**src/rtl/shift_reg_pkg.sv**
```systemverilog
// Shared constants for the shift-register chain (PISO / SISO / SIPO stages).
package shift_reg_pkg;

    localparam int unsigned DEF_WIDTH = 4;

    localparam logic ST_IDLE  = 1'b0;
    localparam logic ST_SHIFT = 1'b1;

    // Level driven on the serial line when no word is in flight.
    localparam logic SER_IDLE = 1'b0;

    typedef enum logic {
        S_IDLE  = ST_IDLE,
        S_SHIFT = ST_SHIFT
    } state_e;

endpackage

```
**src/rtl/piso_serializer_if.sv**
```systemverilog
// Load handshake and serial-side outputs of the PISO serializer.
interface piso_serializer_if
    import shift_reg_pkg::*;
#(
    parameter int unsigned WIDTH = DEF_WIDTH
);

    logic             load_valid;
    logic             load_ready;
    logic [WIDTH-1:0] Din_par;
    logic             Dout;
    logic             busy;
    logic             frame_start;
    logic             last_bit;

    modport master (
        output load_valid,
        output Din_par,
        input  load_ready,
        input  Dout,
        input  busy,
        input  frame_start,
        input  last_bit
    );

    modport slave (
        input  load_valid,
        input  Din_par,
        output load_ready,
        output Dout,
        output busy,
        output frame_start,
        output last_bit
    );

endinterface

```
**src/rtl/bit_counter.sv**
```systemverilog
// Bit position counter shared by the serializer and deserializer stages.
module bit_counter
    import shift_reg_pkg::*;
#(
    parameter int unsigned WIDTH = DEF_WIDTH,
    localparam int unsigned CW   = $clog2(WIDTH)
) (
    input  logic          clk,
    input  logic          rst_n,
    input  logic          clr,
    input  logic          en,
    output logic [CW-1:0] count,
    output logic          terminal
);

    // Clear wins over increment; the owner never enables past WIDTH-1.
    always_ff @(posedge clk or negedge rst_n) begin
        if (!rst_n) begin
            count <= '0;
        end else if (clr) begin
            count <= '0;
        end else if (en) begin
            count <= count + CW'(1);
        end
    end

    assign terminal = (count == CW'(WIDTH - 1));

endmodule

```
**src/rtl/piso_serializer.sv**
```systemverilog
// Parallel-in / serial-out stage: takes a word on a valid/ready handshake and
// shifts it out one bit per clock, gap-free when words arrive back-to-back.
module piso_serializer
    import shift_reg_pkg::*;
#(
    parameter int unsigned WIDTH     = DEF_WIDTH,
    parameter bit          LSB_FIRST = 1'b1
) (
    input  logic               clk,
    input  logic               rst_n,
    piso_serializer_if.slave   bus
);

    localparam int unsigned SW = WIDTH - 1;
    localparam int unsigned CW = $clog2(WIDTH);

    state_e          state_q, state_n;
    logic            dout_q, dout_n;
    logic            fs_q, fs_n;
    logic [SW-1:0]   shreg_q, shreg_n;

    logic [CW-1:0]   bit_cnt;
    logic            cnt_term;
    logic            cnt_clr;
    logic            cnt_en;

    logic            busy;
    logic            last_bit;
    logic            load_ready;
    logic            accept;

    bit_counter #(.WIDTH(WIDTH)) u_bit_counter (
        .clk      (clk),
        .rst_n    (rst_n),
        .clr      (cnt_clr),
        .en       (cnt_en),
        .count    (bit_cnt),
        .terminal (cnt_term)
    );

    // Handshake terms derive from registers only, never from load_valid.
    assign busy       = (state_q == S_SHIFT);
    assign last_bit   = busy & cnt_term;
    assign load_ready = ~busy | cnt_term;
    assign accept     = bus.load_valid & load_ready;

    // Next-state, shift datapath and counter control.
    always_comb begin
        state_n = state_q;
        dout_n  = dout_q;
        shreg_n = shreg_q;
        fs_n    = 1'b0;
        cnt_clr = 1'b0;
        cnt_en  = 1'b0;

        if (accept) begin
            // Same load path from IDLE and from the last bit of a word.
            state_n = S_SHIFT;
            fs_n    = 1'b1;
            cnt_clr = 1'b1;
            if (LSB_FIRST) begin
                dout_n  = bus.Din_par[0];
                shreg_n = bus.Din_par[WIDTH-1:1];
            end else begin
                dout_n  = bus.Din_par[WIDTH-1];
                shreg_n = bus.Din_par[SW-1:0];
            end
        end else if (busy) begin
            if (cnt_term) begin
                state_n = S_IDLE;
                dout_n  = SER_IDLE;
                cnt_clr = 1'b1;
            end else begin
                cnt_en = 1'b1;
                if (LSB_FIRST) begin
                    dout_n  = shreg_q[0];
                    shreg_n = shreg_q >> 1;
                end else begin
                    dout_n  = shreg_q[SW-1];
                    shreg_n = shreg_q << 1;
                end
            end
        end
    end

    // State, serial output and shift register; reset drops any word in flight.
    always_ff @(posedge clk or negedge rst_n) begin
        if (!rst_n) begin
            state_q <= S_IDLE;
            dout_q  <= SER_IDLE;
            fs_q    <= 1'b0;
            shreg_q <= '0;
        end else begin
            state_q <= state_n;
            dout_q  <= dout_n;
            fs_q    <= fs_n;
            shreg_q <= shreg_n;
        end
    end

    assign bus.Dout        = dout_q;
    assign bus.busy        = busy;
    assign bus.frame_start = fs_q;
    assign bus.last_bit    = last_bit;
    assign bus.load_ready  = load_ready;

endmodule

```
**src/flat_wrapper.sv**
```systemverilog
// flat-port wrapper written by rule: the top's interface ports become plain ports
module piso_serializer_flat import shift_reg_pkg::*;
#(
    parameter int unsigned WIDTH     = DEF_WIDTH,
    parameter bit          LSB_FIRST = 1'b1
)
  (clk, rst_n, bus_load_valid, bus_Din_par, bus_load_ready, bus_Dout, bus_busy, bus_frame_start, bus_last_bit);
  piso_serializer_if #(.WIDTH(WIDTH)) bus_i ();
  input  logic clk;
  input  logic rst_n;
  input wire logic [$bits(bus_i.load_valid)-1:0] bus_load_valid;
  input wire logic [$bits(bus_i.Din_par)-1:0] bus_Din_par;
  output wire logic [$bits(bus_i.load_ready)-1:0] bus_load_ready;
  output wire logic [$bits(bus_i.Dout)-1:0] bus_Dout;
  output wire logic [$bits(bus_i.busy)-1:0] bus_busy;
  output wire logic [$bits(bus_i.frame_start)-1:0] bus_frame_start;
  output wire logic [$bits(bus_i.last_bit)-1:0] bus_last_bit;
  assign bus_i.load_valid = bus_load_valid;
  assign bus_i.Din_par = bus_Din_par;
  assign bus_load_ready = bus_i.load_ready;
  assign bus_Dout = bus_i.Dout;
  assign bus_busy = bus_i.busy;
  assign bus_frame_start = bus_i.frame_start;
  assign bus_last_bit = bus_i.last_bit;
  piso_serializer #(.WIDTH(WIDTH), .LSB_FIRST(LSB_FIRST)) u_core (.clk(clk), .rst_n(rst_n), .bus(bus_i));
endmodule
```
**config.mk**
```make
export PLATFORM = sky130hd
export DESIGN_NAME = piso_serializer_flat
export DESIGN_NICKNAME = d
export VERILOG_FILES = /design/src/rtl/shift_reg_pkg.sv /design/src/rtl/piso_serializer_if.sv /design/src/rtl/bit_counter.sv /design/src/rtl/piso_serializer.sv /design/src/flat_wrapper.sv
export SDC_FILE = /design/constraint.sdc
export NUM_CORES = 1
export LEC_CHECK = 0
export CAP_MARGIN = 0
export CORE_AREA = 2 2 39 41
export CTS_CLUSTER_SIZE = 28
export DETAILED_ROUTE_END_ITERATION = 6
export DIE_AREA = 0 0 41 43
export PLACE_DENSITY = 0.57
export SETUP_SLACK_MARGIN = 0.15
export SLEW_MARGIN = 10
export SYNTH_ARGS = -nofsm -noshare
export SYNTH_HDL_FRONTEND = slang
export SYNTH_SLANG_ARGS = --single-unit
```
**constraint.sdc**
```tcl
create_clock -name clk -period 1.26 [get_ports clk]
set_input_delay 0.189 -clock clk [delete_from_list [all_inputs] [get_ports clk]]
set_output_delay 0.189 -clock clk [all_outputs]
set_load 0.01 [all_outputs]
```
==> results.cfg <==
[sta]
fin_crit_sh_pct = 113
setup_viol = 7
fmax_mhz = 703
maxSlewViolCount = 0
rsz0062_at_grt = true
timing.max_slew.rel_slack_pct = 75.4
setup-tns-final_ns = -0.745
hold_viol = 0
skew_ns = 0.000905
hold_ws_ns = 0.219
worstMarginPinSlew_ns = 0.368
min_period_ns = 1.42
setup_slack_ns = -0.162

[logic_synthesis]
synth_fp_nets = 36
ys_warn_count = 0
ys_top_cells_by_area = dfrtp_1 53%, mux2_4 16%, mux2i_1 5.3%
yosysTopAreaCellShare_pct = 52.6
synthCells = 28
syn_avg_cell_area_sq_um = 13.6
synth-seq-cells = 8
yosysTopAreaCell = dfrtp_1
syn_area_sq_um = 380
synth_cell_types = 16
synth_seq_area_share_pct = 52.6

[cts]
cts_tree = built
htree_levels = 1
clock-sinks = 8
worstSkewPairLatency_ns = 0.25
clkTransAtPathRegs_ns = 0.05
clockBufferDepth = 2
cts_root_buf = clkbuf_4
cts_buffers = 3
hold_buffers = 0

[worst_setup_path]
cp-end-kind = flip-flop
arrival_ns = 1.56
cp_max_fo = 5
cp.required_ns = 1.39
cp-start-kind = flip-flop
critical_path_class = flip-flop to flip-flop

[power]
power.density_nw_per_um2 = 2230
p_leak_nw = 0.312
ir_worst_vdd_mv = 0.881

[worst_hold_path]
hold_path_class = primary input to async pin

[final_layout]
nets = 63
diodes = 0
mostFrequentLayoutCells = 8 x buf_4, 8 x dfrtp_1, 6 x clkdlybuf4s50_1, 6 x buf_6, 5 x mux2_4
final-seq-area_sq_um = 200
area_growth_pct = 70.7
drive_gt1_share_pct = 56.6
postLayoutCoreUtil_pct = 46.9
multiInputGateArea_sq_um = 186
fillers = 128

[route]
wire_per_inst_um = 12.2
via_per_inst = 4.35
first_pass_iters = 4
routed_wl_um = 840
drt_iter0_markers = 3
drc_errors = 0
vias = 300
drtAntennaViolNets = 0

[status]
failed_checks = negative setup slack
outcome = finished with violations

[floorplanning]
boundaryPins = 12
die_x_um = 41
num_rows = 14
core-area_sq_um = 1380
fp.dieH_um = 43
die_area_sq_um = 1760
start_util_pct = 27.5

[global_route]
grt_pass1_wl_um = 1370
grt_pass1_vias = 344
gr-total-overflow = 0
grt_max_degree = 9
track_usage_pct = 12.4
antenna_found_initial = 0

[run]
maxCapViolCount = 0

[place]
port-buffer-count = 11
gp_congestion = 0.661
[report_power, final]
part,leakage (nW),switching [mW],internal (mW)
Combinational,0.198,0.291,0.554
Sequential,0.100,0.0564,0.357
Clock,0.0138,0.0838,0.109
Total,0.312,0.431,1.02
[worst max-delay path, cell delays in order (launching register included)]
cell	delay (ns)
dfrtp_1	0.39
ha_2	0.20
and2b_2	0.23
inv_2	0.04
buf_4	0.15
mux2_4	0.29
[worst paths after layout]
path / startpoint / endpoint / slack (ns) / depth (start not counted)
hold reg to reg: u_core.shreg_q[1] / u_core.shreg_q[0] / 0.51 / 1
setup / recovery: u_core.u_bit_counter.count[1] / u_core.shreg_q[1] / -0.16 / 5
hold / removal: rst_n / u_core.shreg_q[0] / 0.22 / 1
setup reg to reg: u_core.u_bit_counter.count[1] / u_core.shreg_q[1] / -0.16 / 5
min in group clk: u_core.shreg_q[1] / u_core.shreg_q[0] / 0.51 / 1
max in group asynchronous: rst_n / u_core.u_bit_counter.count[0] / 0.78 / 1
[timing repair]
action	in CTS	in global routing
endpoints found under the hold margin	0	0
pin swaps	2	2
endpoints found under the setup margin	12	13
buffers inserted	3	2
gates resized for setup	20	8
[state kept, by name, summed over array words and instances (netlist names)]
| name | count |
|---|---|
| u_core.u_bit_counter.count | 2 |
| u_core.bus.Dout | 1 |
| u_core.shreg_q | 3 |
| u_core.bus.frame_start | 1 |
| u_core.bus.busy | 1 |
[routing by layer]
metal | share of wire (%) | global-route usage, % | vias to the layer above
met5 | 0 | 0 | -
met4 | 0 | 10.0 | 0
met3 | 4.9 | 3.14 | 0
met2 | 52 | 18.8 | 9
met1 | 43 | 13.9 | 146
li1 | - | - | 145
[cell usage after synthesis, drive strengths merged]
| cell type | instances |
|---|---|
| a22o | 1 |
| and2 | 2 |
| and2b | 1 |
| buf | 1 |
| dfrtp | 8 |
| ha | 1 |
| inv | 2 |
| mux2 | 5 |
| mux2i | 2 |
| nand2b | 1 |
| nand3 | 1 |
| nor2 | 2 |
| o221ai | 1 |
[layout make-up]
class	instances	share of cell area [%]
Tap cell	16	3.08
Clock buffer	3	3.47
Timing Repair Buffer	23	32.8
Sequential cell	8	30.8
Inverter	2	1.16
Multi-Input combinational cell	17	28.7
[kinds of logic (layout without fill, tap and decap cells)]
| group | Yosys count | in the layout | synth area share [%] |
|---|---|---|---|
| adders and majority gates | 1 | 1 | 3.29 |
| AOI/OAI and AO/OA | 2 | 2 | 4.61 |
| DFF | 8 | 8 | 52.6 |
| muxes | 7 | 7 | 24.0 |
| buffers and inverters | 3 | 28 | 4.93 |
| and+or+nand+nor | 7 | 7 | 10.5 |
[through the flow]
step           std cells  power, mW  cell area (sq um)  worst slack [ns]
2_1_floorplan         28      0.728                383           -0.0220
3_3_place_gp          61       1.04                554            -0.210
3_5_place_dp          61       1.06                554            -0.237
4_1_cts               67       1.36                612            -0.140
5_1_grt               69       1.56                649            -0.210
6_report              69       1.45                649            -0.162
Power figures use the tool's default switching activity.
